--- src/rtl/serial_digit_rx_if.sv ---
// Link pins of the digit serial receiver plus its parallel result; the transmitter
// side (or bench) uses master, the receiver uses slave.
interface serial_digit_rx_if #(
    parameter int WIDTH = 32
);
    logic             sclk;
    logic             data_enable;
    logic             sdi;
    logic             dclk;
    logic [WIDTH-1:0] data_out;
    logic             data_valid;
    logic             frame_err;
    logic             busy;

    modport master (
        output sclk, data_enable, sdi, dclk,
        input  data_out, data_valid, frame_err, busy
    );

    modport slave (
        input  sclk, data_enable, sdi, dclk,
        output data_out, data_valid, frame_err, busy
    );
endinterface

--- src/rtl/serial_digit_rx.sv ---
// Purpose: deserialise the sclk/data_enable/sdi/dclk digit link into a parallel word.
// Latency: result pulse a few clk after the completing pin edge (synchroniser depth + edge detect + output register).
// Backpressure: none, the link cannot be stalled; RX_DIGIT_CHECK_EN rejects words containing non-BCD nibbles.
module serial_digit_rx #(
    parameter int WIDTH       = 32,
    parameter int SYNC_STAGES = 2,
    parameter bit SAMPLE_RISE = 1'b1
) (
    input logic              clk,
    input logic              rst,
    serial_digit_rx_if.slave link
);
    localparam int CNT_W    = $clog2(WIDTH) + 1;
    localparam int SET_W    = $clog2(SYNC_STAGES + 1) + 1;
    localparam int PIN_SCLK = 0;
    localparam int PIN_DE   = 1;
    localparam int PIN_SDI  = 2;
    localparam int PIN_DCLK = 3;

    typedef enum logic [1:0] {
        IDLE,
        SHIFT,
        WAIT_END
    } state_t;

    logic [3:0]                   pins;
    logic [SYNC_STAGES-1:0][3:0]  sync_q, sync_d;
    logic [3:0]                   synced;
    logic [2:0]                   prev_q, prev_d;
    logic [SET_W-1:0]             settle_q, settle_d;
    logic                         settled;
    logic                         armed_q, armed_d;

    logic                         sclk_rise, sclk_fall, sclk_edge;
    logic                         de_rise, de_fall, dclk_rise, sdi_s;

    state_t                       state_q, state_d;
    logic [CNT_W-1:0]             bit_cnt_q, bit_cnt_d;
    logic [WIDTH-1:0]             shift_q, shift_d;
    logic [WIDTH-1:0]             data_out_q, data_out_d;
    logic                         data_valid_q, data_valid_d;
    logic                         frame_err_q, frame_err_d;
    logic                         complete, digit_bad;

`ifdef RX_DIGIT_CHECK_EN
    function automatic logic has_bad_nibble(input logic [WIDTH-1:0] w);
        logic bad;
        bad = 1'b0;
        for (int n = 0; n < WIDTH / 4; n++) begin
            if (w[4*n +: 4] > 4'd9) begin
                bad = 1'b1;
            end
        end
        return bad;
    endfunction
`endif

    assign pins = {link.dclk, link.sdi, link.data_enable, link.sclk};

    always_comb begin
        sync_d    = sync_q;
        sync_d[0] = pins;
        for (int i = 1; i < SYNC_STAGES; i++) begin
            sync_d[i] = sync_q[i-1];
        end
    end

    assign synced = sync_q[SYNC_STAGES-1];
    assign prev_d = {synced[PIN_DCLK], synced[PIN_DE], synced[PIN_SCLK]};

    assign sclk_rise = synced[PIN_SCLK] & ~prev_q[0];
    assign sclk_fall = ~synced[PIN_SCLK] & prev_q[0];
    assign sclk_edge = SAMPLE_RISE ? sclk_rise : sclk_fall;
    assign de_rise   = synced[PIN_DE] & ~prev_q[1];
    assign de_fall   = ~synced[PIN_DE] & prev_q[1];
    assign dclk_rise = synced[PIN_DCLK] & ~prev_q[2];
    assign sdi_s     = synced[PIN_SDI];

    // The synchroniser holds zeros for SYNC_STAGES cycles after reset, so an enable
    // already high would look like a rise; only arm once a genuine low has been seen.
    assign settled  = (settle_q == SET_W'(SYNC_STAGES));
    assign settle_d = settled ? settle_q : settle_q + SET_W'(1);
    assign armed_d  = armed_q | (settled & ~synced[PIN_DE]);

    always_comb begin
        state_d      = state_q;
        bit_cnt_d    = bit_cnt_q;
        shift_d      = shift_q;
        data_out_d   = data_out_q;
        data_valid_d = 1'b0;
        frame_err_d  = 1'b0;
        complete     = 1'b0;
        digit_bad    = 1'b0;

        unique case (state_q)
            IDLE: begin
                if (armed_q && de_rise) begin
                    state_d   = SHIFT;
                    bit_cnt_d = '0;
                    shift_d   = '0;
                end
            end
            SHIFT: begin
                if (sclk_edge) begin
                    shift_d   = {shift_q[WIDTH-2:0], sdi_s};
                    bit_cnt_d = bit_cnt_q + CNT_W'(1);
                end
                // The bit arriving with the enable fall counts before the fall is judged.
                if (bit_cnt_d == CNT_W'(WIDTH)) begin
                    if (de_fall || dclk_rise) begin
                        complete = 1'b1;
                    end else begin
                        state_d = WAIT_END;
                    end
                end else if (de_fall) begin
                    frame_err_d = 1'b1;
                    state_d     = IDLE;
                end
            end
            WAIT_END: begin
                if (de_fall || dclk_rise) begin
                    complete = 1'b1;
                end
            end
            default: begin
                state_d = IDLE;
            end
        endcase

        if (complete) begin
`ifdef RX_DIGIT_CHECK_EN
            digit_bad = has_bad_nibble(shift_d);
`endif
            state_d = IDLE;
            if (digit_bad) begin
                frame_err_d = 1'b1;
            end else begin
                data_out_d   = shift_d;
                data_valid_d = 1'b1;
            end
        end
    end

    always_ff @(posedge clk) begin
        if (rst) begin
            sync_q       <= '0;
            prev_q       <= '0;
            settle_q     <= '0;
            armed_q      <= 1'b0;
            state_q      <= IDLE;
            bit_cnt_q    <= '0;
            shift_q      <= '0;
            data_out_q   <= '0;
            data_valid_q <= 1'b0;
            frame_err_q  <= 1'b0;
        end else begin
            sync_q       <= sync_d;
            prev_q       <= prev_d;
            settle_q     <= settle_d;
            armed_q      <= armed_d;
            state_q      <= state_d;
            bit_cnt_q    <= bit_cnt_d;
            shift_q      <= shift_d;
            data_out_q   <= data_out_d;
            data_valid_q <= data_valid_d;
            frame_err_q  <= frame_err_d;
        end
    end

    assign link.data_out   = data_out_q;
    assign link.data_valid = data_valid_q;
    assign link.frame_err  = frame_err_q;
    assign link.busy       = (state_q != IDLE);

endmodule

--- src/flat_wrapper.sv ---
// flat-port wrapper written by rule: the top's interface ports become plain ports
module serial_digit_rx_flat 
#(
    parameter int WIDTH       = 32,
    parameter int SYNC_STAGES = 2,
    parameter bit SAMPLE_RISE = 1'b1
)
  (clk, rst, link_sclk, link_data_enable, link_sdi, link_dclk, link_data_out, link_data_valid, link_frame_err, link_busy);
  serial_digit_rx_if #(.WIDTH(WIDTH)) link_i ();
  input logic clk;
  input logic rst;
  input wire logic [$bits(link_i.sclk)-1:0] link_sclk;
  input wire logic [$bits(link_i.data_enable)-1:0] link_data_enable;
  input wire logic [$bits(link_i.sdi)-1:0] link_sdi;
  input wire logic [$bits(link_i.dclk)-1:0] link_dclk;
  output wire logic [$bits(link_i.data_out)-1:0] link_data_out;
  output wire logic [$bits(link_i.data_valid)-1:0] link_data_valid;
  output wire logic [$bits(link_i.frame_err)-1:0] link_frame_err;
  output wire logic [$bits(link_i.busy)-1:0] link_busy;
  assign link_i.sclk = link_sclk;
  assign link_i.data_enable = link_data_enable;
  assign link_i.sdi = link_sdi;
  assign link_i.dclk = link_dclk;
  assign link_data_out = link_i.data_out;
  assign link_data_valid = link_i.data_valid;
  assign link_frame_err = link_i.frame_err;
  assign link_busy = link_i.busy;
  serial_digit_rx #(.WIDTH(WIDTH), .SYNC_STAGES(SYNC_STAGES), .SAMPLE_RISE(SAMPLE_RISE)) u_core (.clk(clk), .rst(rst), .link(link_i));
endmodule
--- config.mk ---
export PLATFORM = sky130hd
export DESIGN_NAME = serial_digit_rx_flat
export DESIGN_NICKNAME = d
export VERILOG_FILES = /design/src/rtl/serial_digit_rx_if.sv /design/src/rtl/serial_digit_rx.sv /design/src/flat_wrapper.sv
export SDC_FILE = /design/constraint.sdc
export NUM_CORES = 1
export LEC_CHECK = 0
export ABC_AREA = 1
export ABC_CLOCK_PERIOD_IN_PS = 5410
export BUFFER_PORTS_ARGS = -buffer_cell sky130_fd_sc_hd__buf_2
export CAP_MARGIN = 20
export CORE_ASPECT_RATIO = 2
export CORE_MARGIN = 2
export CORE_UTILIZATION = 55
export DETAILED_ROUTE_END_ITERATION = 8
export PLACE_DENSITY = 0.87
export SYNTH_ARGS = -nofsm -noshare
export SYNTH_HDL_FRONTEND = slang
export SYNTH_SLANG_ARGS = --single-unit
--- constraint.sdc ---
create_clock -name clk -period 5.41 [get_ports clk]
set_input_delay 1.3525 -clock clk [delete_from_list [all_inputs] [get_ports clk]]
set_output_delay 1.3525 -clock clk [all_outputs]
set_load 0.01 [all_outputs]
# Word-level counts from Yosys, hierarchy flattened

Index checks and enable logic that the tools add are counted.

Output and inout port bits: 35
Flip-flop bits (word level): 89
Input bits: 6
Logic and storage cells: 58

Reduce and logical (&&, ||, !) cells: 9
Mux-type cells: 17
Equality and inequality tests: 7
Add/subtract/negate cells: 2
Bitwise logic cells: 12

Operators with widths:

| kind                                                 | count |
|---|---|
| 2-to-1 mux 32 bit                                    | 2 |
| case mux 32 bit (2 select lines)                     | 1 |
| 2-to-1 mux 6 bit                                     | 3 |
| case mux 6 bit (2 select lines)                      | 1 |
| 2-to-1 mux 2 bit                                     | 4 |
| adder 6 x 1 -> 6 bit (second input constant)         | 1 |
| equality test 6 bit (second input constant)          | 1 |
| inverter 1 bit                                       | 6 |
| case mux 2 bit (3 select lines)                      | 1 |
| AND 1 bit                                            | 5 |
| 2-to-1 mux 1 bit                                     | 4 |
| AND reduction 4 bit                                  | 1 |
| nonzero test 2 bit                                   | 2 |
| adder 3 x 1 -> 3 bit (second input constant)         | 1 |
| equality test 3 x 2 -> 1 bit (second input constant) | 1 |
| != test 3 x 1 -> 1 bit (second input constant)       | 1 |
| != test 3 bit (second input constant)                | 1 |
| OR reduction 3 bit                                   | 1 |
| equality test 2 x 1 -> 1 bit (second input constant) | 1 |
| equality test 2 bit (second input constant)          | 1 |
| logical NOT 2 bit                                    | 1 |
| != test 2 x 1 -> 1 bit (second input constant)       | 1 |
| case mux 1 bit (2 select lines)                      | 1 |
| AND reduction 2 bit                                  | 1 |
| 4 further kinds                                      | 4 |

# Longest topological paths before layout

Gate-level depths: netlist (run 1).

Word-level depth: 8
Gate-level depth with buffers: 15
Mapped depth without buffers: 14

# Worst setup path before layout (run 1)

Ideal clock, no wire load.

Path type: input port to flip-flop
From: input port rst
To: register u_core.shift_q[10]
Data required time: 5,282 ps
Library setup time: 128 ps
Setup slack: 3,268 ps
Stages: 3
Data arrival time: 2,015 ps
Buffers on the path: 2
Cell sequence: clkbuf_1 buf_1 nor2_1

RTL lines:

| what                   | RTL line               | text |
|---|---|---|
| start: declaration     | flat_wrapper.sv:11     | `input logic rst;` |
| end signal: assignment | serial_digit_rx.sv:163 | `shift_q <= shift_d;` |
| end: declaration       | serial_digit_rx.sv:39  | `logic [WIDTH-1:0] shift_q, shift_d;` |

No word-level cell between the ends.

==> results of run 1 <==
[placed cells by master, fill, tap and decap left out]
cell        instances
clkinv_1            1
inv_1              97
clkinv_2            1
clkbuf_16           9
clkinvlp_4          1
nor4_1              1
nor2_4              2
nand3_2             2
clkbuf_8            3
buf_4               1
nand3_4             1
o32ai_1            16
nand3_1             9
nor2_2              1
nand2_2             4
nor3_1              1
nor2_8              1
o21bai_1            2
a21oi_4             1
o22ai_1            16
inv_2               1
xnor2_1             1
nor2_1             52
a21oi_2             1
nand4_1             4
a21oi_1             8
a211oi_1            1
buf_2              40
nand2_4             3
dfxtp_1            89
o21ai_0             1
nand2_1           128
clkbuf_1            1
o21ai_1             1
ha_1                6
[area by class of cell]
class / count / area, um2 / area share [%]
repair buffers: 41 / 208 / 5.10
clock inverters: 2 / 12.5 / 0.307
well taps: 86 / 108 / 2.64
multi-input cells: 263 / 1320 / 32.5
flip-flops and latches: 89 / 1780 / 43.7
inverters: 99 / 372 / 9.12
clock buffers: 13 / 270 / 6.63
[power by group]
group | internal (mW) | switching [mW]
Clock | 0.345 | 0.238
Sequential | 0.673 | 0.0107
Combinational | 0.0563 | 0.132
Total | 1.07 | 0.381
[state kept, by name, indices dropped and copies added (netlist names)]
name,flops
u_core.link.data_valid,1
u_core.synced,4
u_core.armed_q,1
u_core.shift_q,32
u_core.state_q,2
u_core.link.frame_err,1
u_core.sync_d,4
u_core.settle_q,3
u_core.bit_cnt_q,6
u_core.link.data_out,32
u_core.prev_q,3
[cell families after synthesis]
logic type / synth area share, %
AOI/OAI and AO/OA: 9.33
xor gates and xnor gates: 0.245
buffers and inverters: 13.4
DFF: 49.7
and+or+nand+nor: 25.2
adders and majority gates: 2.10
[worst max-delay path: cells and delay by family]
family,cells,cell delay [ps]
AND/OR/NAND/NOR,2,220
AO/OA/AOI/OAI,1,850
buffers and inverters,1,430
[metrics by stage]
step | hold WS [ps] | instance area [um2]
2_1_floorplan | 388 | 3580
3_3_place_gp | 392 | 3790
3_5_place_dp | 398 | 3790
4_1_cts | 407 | 4080
5_1_grt | 431 | 4080
6_report | 405 | 4080
[routing by layer]
layer | vias to the layer above | track usage [%] | wire length (um)
met2 | 57 | 35.9 | 3740
li1 | 1500 | - | -
met4 | 0 | 12.8 | 187
met5 | - | 0 | 0
met3 | 11 | 4.27 | 272
met1 | 1351 | 24.0 | 2780
[worst paths after layout]
kind,startpoint,slack [ps],endpoint
worst min register to register,u_core.sync_d[5],400,u_core.synced[1]
worst min-delay path,u_core.sync_d[5],400,u_core.synced[1]
worst max-delay path,rst,2810,u_core.link.data_out[16]
worst max register to register,u_core.bit_cnt_q[0],3060,u_core.link.data_out[16]
==> flow_metrics.py, run 1 <==
metrics = {
    "status": {
        "outcome": "complete, no violations",
    },
    "timing": {
        "slew_headroom_pct": 27.6,
        "maxSlewViolCount": 0,
        "post-route-period-util_pct": 48.1,
        "final.setup.worst_slack_ps": 2810,
        "rsz0062_at_grt": "no",
        "hold_viol_final": 0,
        "setup_violations": 0,
        "tightestPinTransition_ps": 1090,
        "layout_min_cycle_time_ps": 2600,
        "finClkSkew_ps": 4.97,
        "timing.fmax_mhz": 384,
        "setup_tns_ps": 0,
    },
    "synthesis": {
        "synth_top_area_share_pct": 49.7,
        "synthMostInstantiatedCell": "nand2_1",
        "synth_area_leader_cell": "dfxtp_1",
        "netlist_instances": 470,
        "ys_types": 31,
        "synth_nets": 482,
        "synthTopCellsByArea": "dfxtp_1 50%, nand2_1 13%, inv_1 10%",
        "ys_async_sr_fraction_pct": 0,
        "netlist_top_cells_count": "128 x nand2_1, 97 x inv_1, 89 x dfxtp_1",
        "avgSynthCellArea_um2": 7.62,
        "ys.flop_type": "dfxtp_1",
        "synth-edff-count": 0,
        "syn_area_um2": 3580,
        "yosys_warnings": 0,
        "ys_ff_latch": 89,
        "ys_seq_area_share_pct": 49.7,
    },
    "die": {
        "core_um2": 6310,
        "die_area_um2": 7210,
        "initial_core_util_pct": 56.8,
        "io_pins": 41,
        "die_x_um": 61.1,
        "rows": 41,
        "die_h_um": 118,
    },
    "detailed_routing": {
        "routed_via_density": 4.92,
        "route.detailed.drc": 0,
        "wire_per_inst_um": 11.8,
        "route.antenna.remaining_nets": 0,
        "drt-initial-drc-count": 135,
        "vias": 2919,
        "drt_pass1_iterations": 4,
        "drt-total-wl_um": 6980,
    },
    "placement": {
        "dpl.cell_count": 578,
        "post-place-ws_ps": 2470,
        "gp_congestion": 0.852,
        "place_hpwl_um": 4680,
        "numPortBuffers": 40,
    },
    "critical_path": {
        "worstPathArrival_ps": 2890,
        "crit_top_cell": "nand2_1",
        "critPathCaptureType": "flop",
        "max_stage_delay_ps": 850,
        "path_class": "primary input to flop",
        "path_cells": "buf_2 -> a21oi_4 -> nand2_1 -> nand2_1",
        "slowest_stage": "a21oi_4",
        "required_ps": 5690,
        "r2r_cells": 11,
        "cp_max_fo": 56,
        "worstSetupStartpointType": "primary input",
    },
    "layout": {
        "final_cells": 593,
        "finalCoreUtilization_pct": 64.6,
        "drive_above_1_share_pct": 14.2,
        "final_nets": 515,
        "diodes": 0,
        "area_growth_pct": 13.8,
        "n_fill_cell": 540,
    },
    "pwr": {
        "power_density_nw_per_um2": 357,
        "peakVddDrop_mv": 0.323,
        "p_leak_nw": 1.82,
        "p_total_mw": 1.46,
    },
    "clock_network": {
        "htreeDepth": 3,
        "cts_made_buffers": 9,
        "cts_root_buffer": "clkbuf_16",
        "clockBufferDepth": 2,
        "post_cts.repair.setup_buffers": 0,
        "cts_tree": "done",
        "path_clk_slew_ps": 60,
        "postCtsHoldBufs": 0,
        "clkSinkCount": 89,
        "clock_insertion_delay_worst_skew_ps": 340,
        "ctsResizeCount": 0,
    },
    "min_path": {
        "holdPathStages": 2,
        "hold_path.class": "flop to flop",
    },
    "global_routing": {
        "grt_pass1_vias": 2835,
        "grt_max_degree": 57,
        "track_usage_pct": 21.6,
        "grt_overflow": 0,
        "antenna_found_initial": 0,
        "grt_pass1_wl_um": 11900,
    },
    "flow_run": {
        "cap_violations": 0,
    },
}
(Power assumes the default switching activity.)
==> run 2: changes to the inputs <==
- ABC_CLOCK_PERIOD_IN_PS: 5410 -> 2200
- CORE_UTILIZATION: 55 -> 52
- PLACE_DENSITY: 0.87 -> 0.86
- clock period: 5.41 -> 2.2 ns (I/O delays scaled with it)
==> run 2 against run 1 <==
Effect of this change:
- sequential power up 150%
- global-route usage decreased by 0.29 points
- total power rose to 2.6 times the previous value
- clock skew rose by 1.9 ps
==> flow_metrics.py, run 2 (same netlist as run 1, synthesis figures left out) <==
metrics = {
    "timing": {
        "setup_tns_ps": 0,
        "maxSlewViolCount": 0,
        "hold_slack_ps": 404,
        "slew_headroom_pct": 57.3,
        "finClkSkew_ps": 6.85,
        "hold_viol_final": 0,
        "timing.fmax_mhz": 497,
        "layout_min_cycle_time_ps": 2010,
        "post-route-period-util_pct": 91.4,
        "rsz0062_at_grt": "no",
        "tightestPinTransition_ps": 638,
        "setup_violations": 0,
    },
    "detailed_routing": {
        "routed_via_density": 4.99,
        "wire_per_inst_um": 12.5,
        "drt-total-wl_um": 7650,
        "route.antenna.remaining_nets": 0,
        "drt-initial-drc-count": 145,
        "vias": 3047,
        "route.detailed.drc": 0,
        "drt_pass1_iterations": 4,
    },
    "critical_path": {
        "r2r_cells": 15,
        "cp_max_fo": 7,
        "critPathCaptureType": "flop",
        "max_stage_delay_ps": 310,
        "r2r-start": "u_core.bit_cnt_q[0]",
        "worst-path-buf-inv": 2,
        "slowest_stage": "dfxtp_1",
        "worstSetupStartpointType": "flop",
        "r2r_setup_slack_ps": 190,
        "required_ps": 2480,
        "worstPathArrival_ps": 2300,
        "r2r_end": "u_core.link.data_out[31]",
        "crit_top_cell": "nand2_1",
        "path_cells": "ha_1 -> inv_1 -> nand3_1 -> nand2_1 -> nand2_1 -> nor2_2 -> nand3_2 -> nor2_4 -> nand2_2 -> nand2_4 -> nand2_4 -> nor2_8 -> buf_4 -> nand2_1 -> nand2_1",
        "path_class": "flop to flop",
        "cpLargestDelayFamily": "simple AND/OR/NAND/NOR gates",
    },
    "layout": {
        "diodes": 0,
        "final_cell_mix": "128 x nand2_1, 97 x inv_1, 89 x dfxtp_1",
        "final_nets": 530,
        "final_area_um2": 4250,
        "n_fill_cell": 548,
        "multi_input_area_um2": 1340,
        "final_cells": 611,
        "seq_area_um2": 1780,
        "area_growth_pct": 18.6,
        "final_common_cell": "nand2_1",
        "drive_above_1_share_pct": 16.6,
    },
    "min_path": {
        "hold_path_end": "u_core.synced[2]",
        "holdPathStages": 2,
        "hold_path.class": "flop to flop",
        "hp-start": "u_core.sync_d[6]",
    },
    "pwr": {
        "p_leak_nw": 1.92,
        "power_density_nw_per_um2": 886,
        "peakVddDrop_mv": 0.653,
        "p_total_mw": 3.76,
    },
    "placement": {
        "dpl.cell_count": 591,
        "gp_congestion": 0.771,
        "place_hpwl_um": 4840,
        "place_area_um2": 3890,
        "numPortBuffers": 40,
    },
    "die": {
        "io_pins": 41,
        "die_x_um": 62.7,
        "core_um2": 6620,
        "die_h_um": 121,
        "rows": 42,
        "die_area_um2": 7610,
        "initial_core_util_pct": 54.1,
    },
    "clock_network": {
        "clockBufferDepth": 2,
        "clkSinkCount": 89,
        "cts_root_buffer": "clkbuf_16",
        "cts_tree": "done",
        "postCtsHoldBufs": 0,
        "htreeDepth": 3,
        "clock_insertion_delay_worst_skew_ps": 340,
        "path_clk_slew_ps": 60,
        "cts_made_buffers": 9,
    },
    "flow_run": {
        "cap_violations": 0,
    },
    "global_routing": {
        "grt_overflow": 0,
        "grt_pass1_wl_um": 12800,
        "grt_max_degree": 55,
        "antenna_found_initial": 0,
        "grt_pass1_vias": 2969,
        "track_usage_pct": 21.3,
    },
    "status": {
        "outcome": "complete, no violations",
    },
}
## run 2: worst reg2reg max path, stage by stage, from the launching register on
cell and delay [ps]:
dfxtp_1 310, ha_1 280, inv_1 60, nand3_1 90, nand2_1 80, nand2_1 60, nor2_2 90, nand3_2 100
nor2_4 120, nand2_2 80, nand2_4 130, nand2_4 80, nor2_8 160, buf_4 180, nand2_1 70, nand2_1 80
## run 2: worst max-delay path by stage
stage | start | end | slack [ps] | cells after the start
final | u_core.bit_cnt_q[0] | u_core.link.data_out[31] | 190 | 15
after floorplan | u_core.bit_cnt_q[0] | u_core.link.data_out[2] | 400 | 15
after CTS | u_core.bit_cnt_q[1] | u_core.link.data_out[18] | 60 | 11
after detailed placement | u_core.bit_cnt_q[1] | u_core.state_q[0] | 10 | 11
after global routing | u_core.bit_cnt_q[0] | u_core.link.data_out[31] | 10 | 15
after global placement | u_core.bit_cnt_q[0] | u_core.state_q[1] | 120 | 11
## run 2: final cells by class
cell class,count,share of cell area (%)
flip-flops and latches,89,41.9
multi-input cells,264,31.5
inverters,99,8.75
repair buffers,55,7.95
clock buffers,13,6.12
well taps,88,2.59
clock inverters,3,1.12
## run 2: layer usage
| layer | vias up | wire length (um) | share of wire (%) | global-route usage (%) |
|---|---|---|---|---|
| met4 | 0 | 325 | 4.2 | 13.1 |
| met5 | - | 0 | 0 | 0 |
| met1 | 1406 | 2990 | 39 | 22.8 |
| met3 | 30 | 258 | 3.4 | 4.55 |
| met2 | 76 | 4080 | 53 | 37.7 |
| li1 | 1535 | - | - | - |
## run 2: through the flow
stage / util (%) / worst slack [ps]
finish: 64.2 / 188
global route: 64.2 / 14.1
CTS: 63.5 / 55.2
detailed placement: 58.7 / 11.6
global placement: 58.7 / 121
floorplan: - / 405
## run 2: report_power, final
group / switching, mW / internal [mW] / leakage [nW]
Combinational: 0.364 / 0.170 / 1.05
Sequential: 0.0269 / 1.65 / 0.720
Clock: 0.600 / 0.948 / 0.150
## run 2: what timing repair did
item / in CTS / in global routing
setup buffers: 0 / 3
pin swaps: 1 / 1
gates cloned: 1 / 0
endpoints found under the setup margin: 5 / 19
gates resized for setup: 0 / 1
==> run 3: changes to the inputs <==
- ABC_CLOCK_PERIOD_IN_PS: 2200 -> 1900
- CORE_UTILIZATION: 52 -> 55
- PLACE_DENSITY: 0.86 -> 0.87
- clock period: 2.2 -> 1.9 ns (I/O delays scaled with it)
==> run 3 against run 2 <==
Effect of this change:
- critical endpoint is now u_core.link.data_out[29]
- critical path depth rose by 2
- via count up 10%
- the run now ends with negative setup slack left
- critical path type unchanged
- wire length increased by 24%
==> flow_metrics.py, run 3 (same netlist as run 1, synthesis figures left out) <==
metrics = {
    "critical_path": {
        "max_stage_delay_ps": 340,
        "path_cells": "ha_4 -> inv_2 -> nand3_2 -> nand2_1 -> nand2_1 -> nor2_2 -> nand3_2 -> nor2_4 -> nand2_2 -> nand2_4 -> buf_6 -> nand2_4 -> nor2_8 -> buf_12 -> buf_12 -> nand2_4 -> nand2_2",
        "path_class": "flop to flop",
        "worst-path-buf-inv": 4,
        "cpLargestDelayFamily": "simple AND/OR/NAND/NOR gates",
        "critPathCaptureType": "flop",
        "r2r_cells": 17,
        "required_ps": 2190,
        "worstPathArrival_ps": 2330,
        "slowest_stage": "dfxtp_2",
        "path_depth": 17,
        "cp_max_fo": 8,
        "worstSetupStartpointType": "flop",
        "crit_top_cell": "nand2_4",
    },
    "detailed_routing": {
        "drt-total-wl_um": 9470,
        "route.detailed.drc": 0,
        "route.antenna.remaining_nets": 0,
        "drt_pass1_iterations": 5,
        "drt-initial-drc-count": 291,
        "met1_length_um": 3360,
        "vias": 3353,
        "routed_via_density": 5.32,
        "wl_met2_um": 5150,
        "wl_met3_um": 433,
        "maxUsedRoutingLayer": "met4",
        "wire_per_inst_um": 15.0,
    },
    "pwr": {
        "p_leak_nw": 2.10,
        "pwr-share-comb_pct": 16.6,
        "switchingPower_mw": 1.22,
        "power_density_nw_per_um2": 947,
        "switching_share_pct": 28.0,
        "pwr-share-seq_pct": 44.9,
        "peakVddDrop_mv": 0.784,
        "clkPwrFrac_pct": 38.5,
        "p_int_mw": 3.12,
    },
    "layout": {
        "area_growth_pct": 28.0,
        "final_cell_mix": "104 x nand2_1, 96 x inv_1, 86 x dfxtp_1",
        "diodes": 0,
        "drive_above_1_share_pct": 25.9,
        "final_nets": 552,
        "final_cells": 630,
        "final_common_cell": "nand2_1",
        "finalCoreUtilization_pct": 72.7,
        "n_fill_cell": 428,
    },
    "timing": {
        "finClkSkew_ps": 7.15,
        "hold_viol_final": 0,
        "final.setup.worst_slack_ps": -140,
        "tightestPinTransition_ps": 624,
        "setup_violations": 36,
        "post-route-period-util_pct": 107,
        "timing.fmax_mhz": 490,
        "rsz0062_at_grt": "yes",
        "layout_min_cycle_time_ps": 2040,
        "maxSlewViolCount": 0,
        "hold_slack_ps": 331,
        "setup_tns_ps": -3680,
        "slew_headroom_pct": 58.3,
    },
    "status": {
        "outcome": "finished with violations",
        "failed_checks": "negative setup slack",
    },
    "die": {
        "die_area_um2": 7210,
        "initial_core_util_pct": 56.8,
        "die_x_um": 61.1,
        "die_h_um": 118,
        "core_um2": 6310,
        "io_pins": 41,
        "rows": 41,
    },
    "clock_network": {
        "cts_root_buffer": "clkbuf_16",
        "htreeDepth": 3,
        "path_clk_slew_ps": 60,
        "cts_tree": "done",
        "cts_made_buffers": 9,
        "clock_insertion_delay_worst_skew_ps": 350,
        "clkSinkCount": 89,
        "clockBufferDepth": 2,
    },
    "global_routing": {
        "grt_pass1_wl_um": 15200,
        "grt_overflow": 0,
        "grt_pass1_vias": 3363,
        "track_usage_pct": 28.1,
        "antenna_found_initial": 0,
        "grt_max_degree": 44,
    },
    "placement": {
        "post-place-ws_ps": -260,
        "numPortBuffers": 40,
        "place_hpwl_um": 5200,
        "dpl.cell_count": 601,
        "gp_congestion": 0.916,
    },
    "flow_run": {
        "cap_violations": 0,
    },
    "min_path": {
        "holdPathStages": 3,
        "hold_path.class": "primary input to flop",
    },
}
run 3: stage by stage:
step | power [mW] | cell area (um2)
after detailed placement | 2.60 | 4000
after global routing | 4.49 | 4590
final | 4.34 | 4590
after floorplan | 2.40 | 3580
after global placement | 2.56 | 4000
after CTS | 4.29 | 4540
run 3: repair_timing:
| item | CTS | global route |
|---|---|---|
| hold buffers | 0 | 0 |
| setup endpoints to repair | 34 | 46 |
| buffers inserted | 12 | 1 |
| pin swaps | 34 | 16 |
| gates cloned | 3 | 0 |
| resized for setup | 29 | 18 |
run 3: routing by layer:
metal / vias up / track usage, %
li1: 1571 / -
met1: 1583 / 29.7
met2: 143 / 46.5
met3: 56 / 7.00
met4: 0 / 18.5
met5: - / 0
run 3: worst paths after layout:
check,startpoint,end,slack [ps]
setup / recovery,u_core.bit_cnt_q[0],u_core.link.data_out[29],-140
setup reg to reg,u_core.bit_cnt_q[0],u_core.link.data_out[29],-140
hold / removal,link_dclk,u_core.sync_d[7],330
hold reg to reg,u_core.sync_d[4],u_core.synced[0],400
run 3: final cells by class:
type                    count  area [um2]  share of cell area [%]
clock inverters             3        23.8                   0.518
well taps                  86         108                    2.35
inverters                  99         374                    8.16
clock buffers              12         256                    5.59
flip-flops and latches     89        1790                    39.0
repair buffers             77         583                    12.7
multi-input cells         264        1450                    31.7
run 3: worst register-to-register path, stage by stage, from the launching register on:
cell and delay (ps):
dfxtp_2 340, ha_4 240, inv_2 50, nand3_2 70, nand2_1 70, nand2_1 50, nor2_2 90, nand3_2 120
nor2_4 120, nand2_2 80, nand2_4 80, buf_6 100, nand2_4 60, nor2_8 140, buf_12 140, buf_12 130
nand2_4 50, nand2_2 80
run 3: power by group through the flow:
stage | clock, mW | sequential (mW) | combinational (mW)
floorplan | 0 | 1.98 | 0.421
global placement | 0 | 1.98 | 0.582
detailed placement | 0 | 1.99 | 0.610
CTS | 1.67 | 1.95 | 0.666
global route | 1.76 | 1.95 | 0.781
finish | 1.67 | 1.95 | 0.720
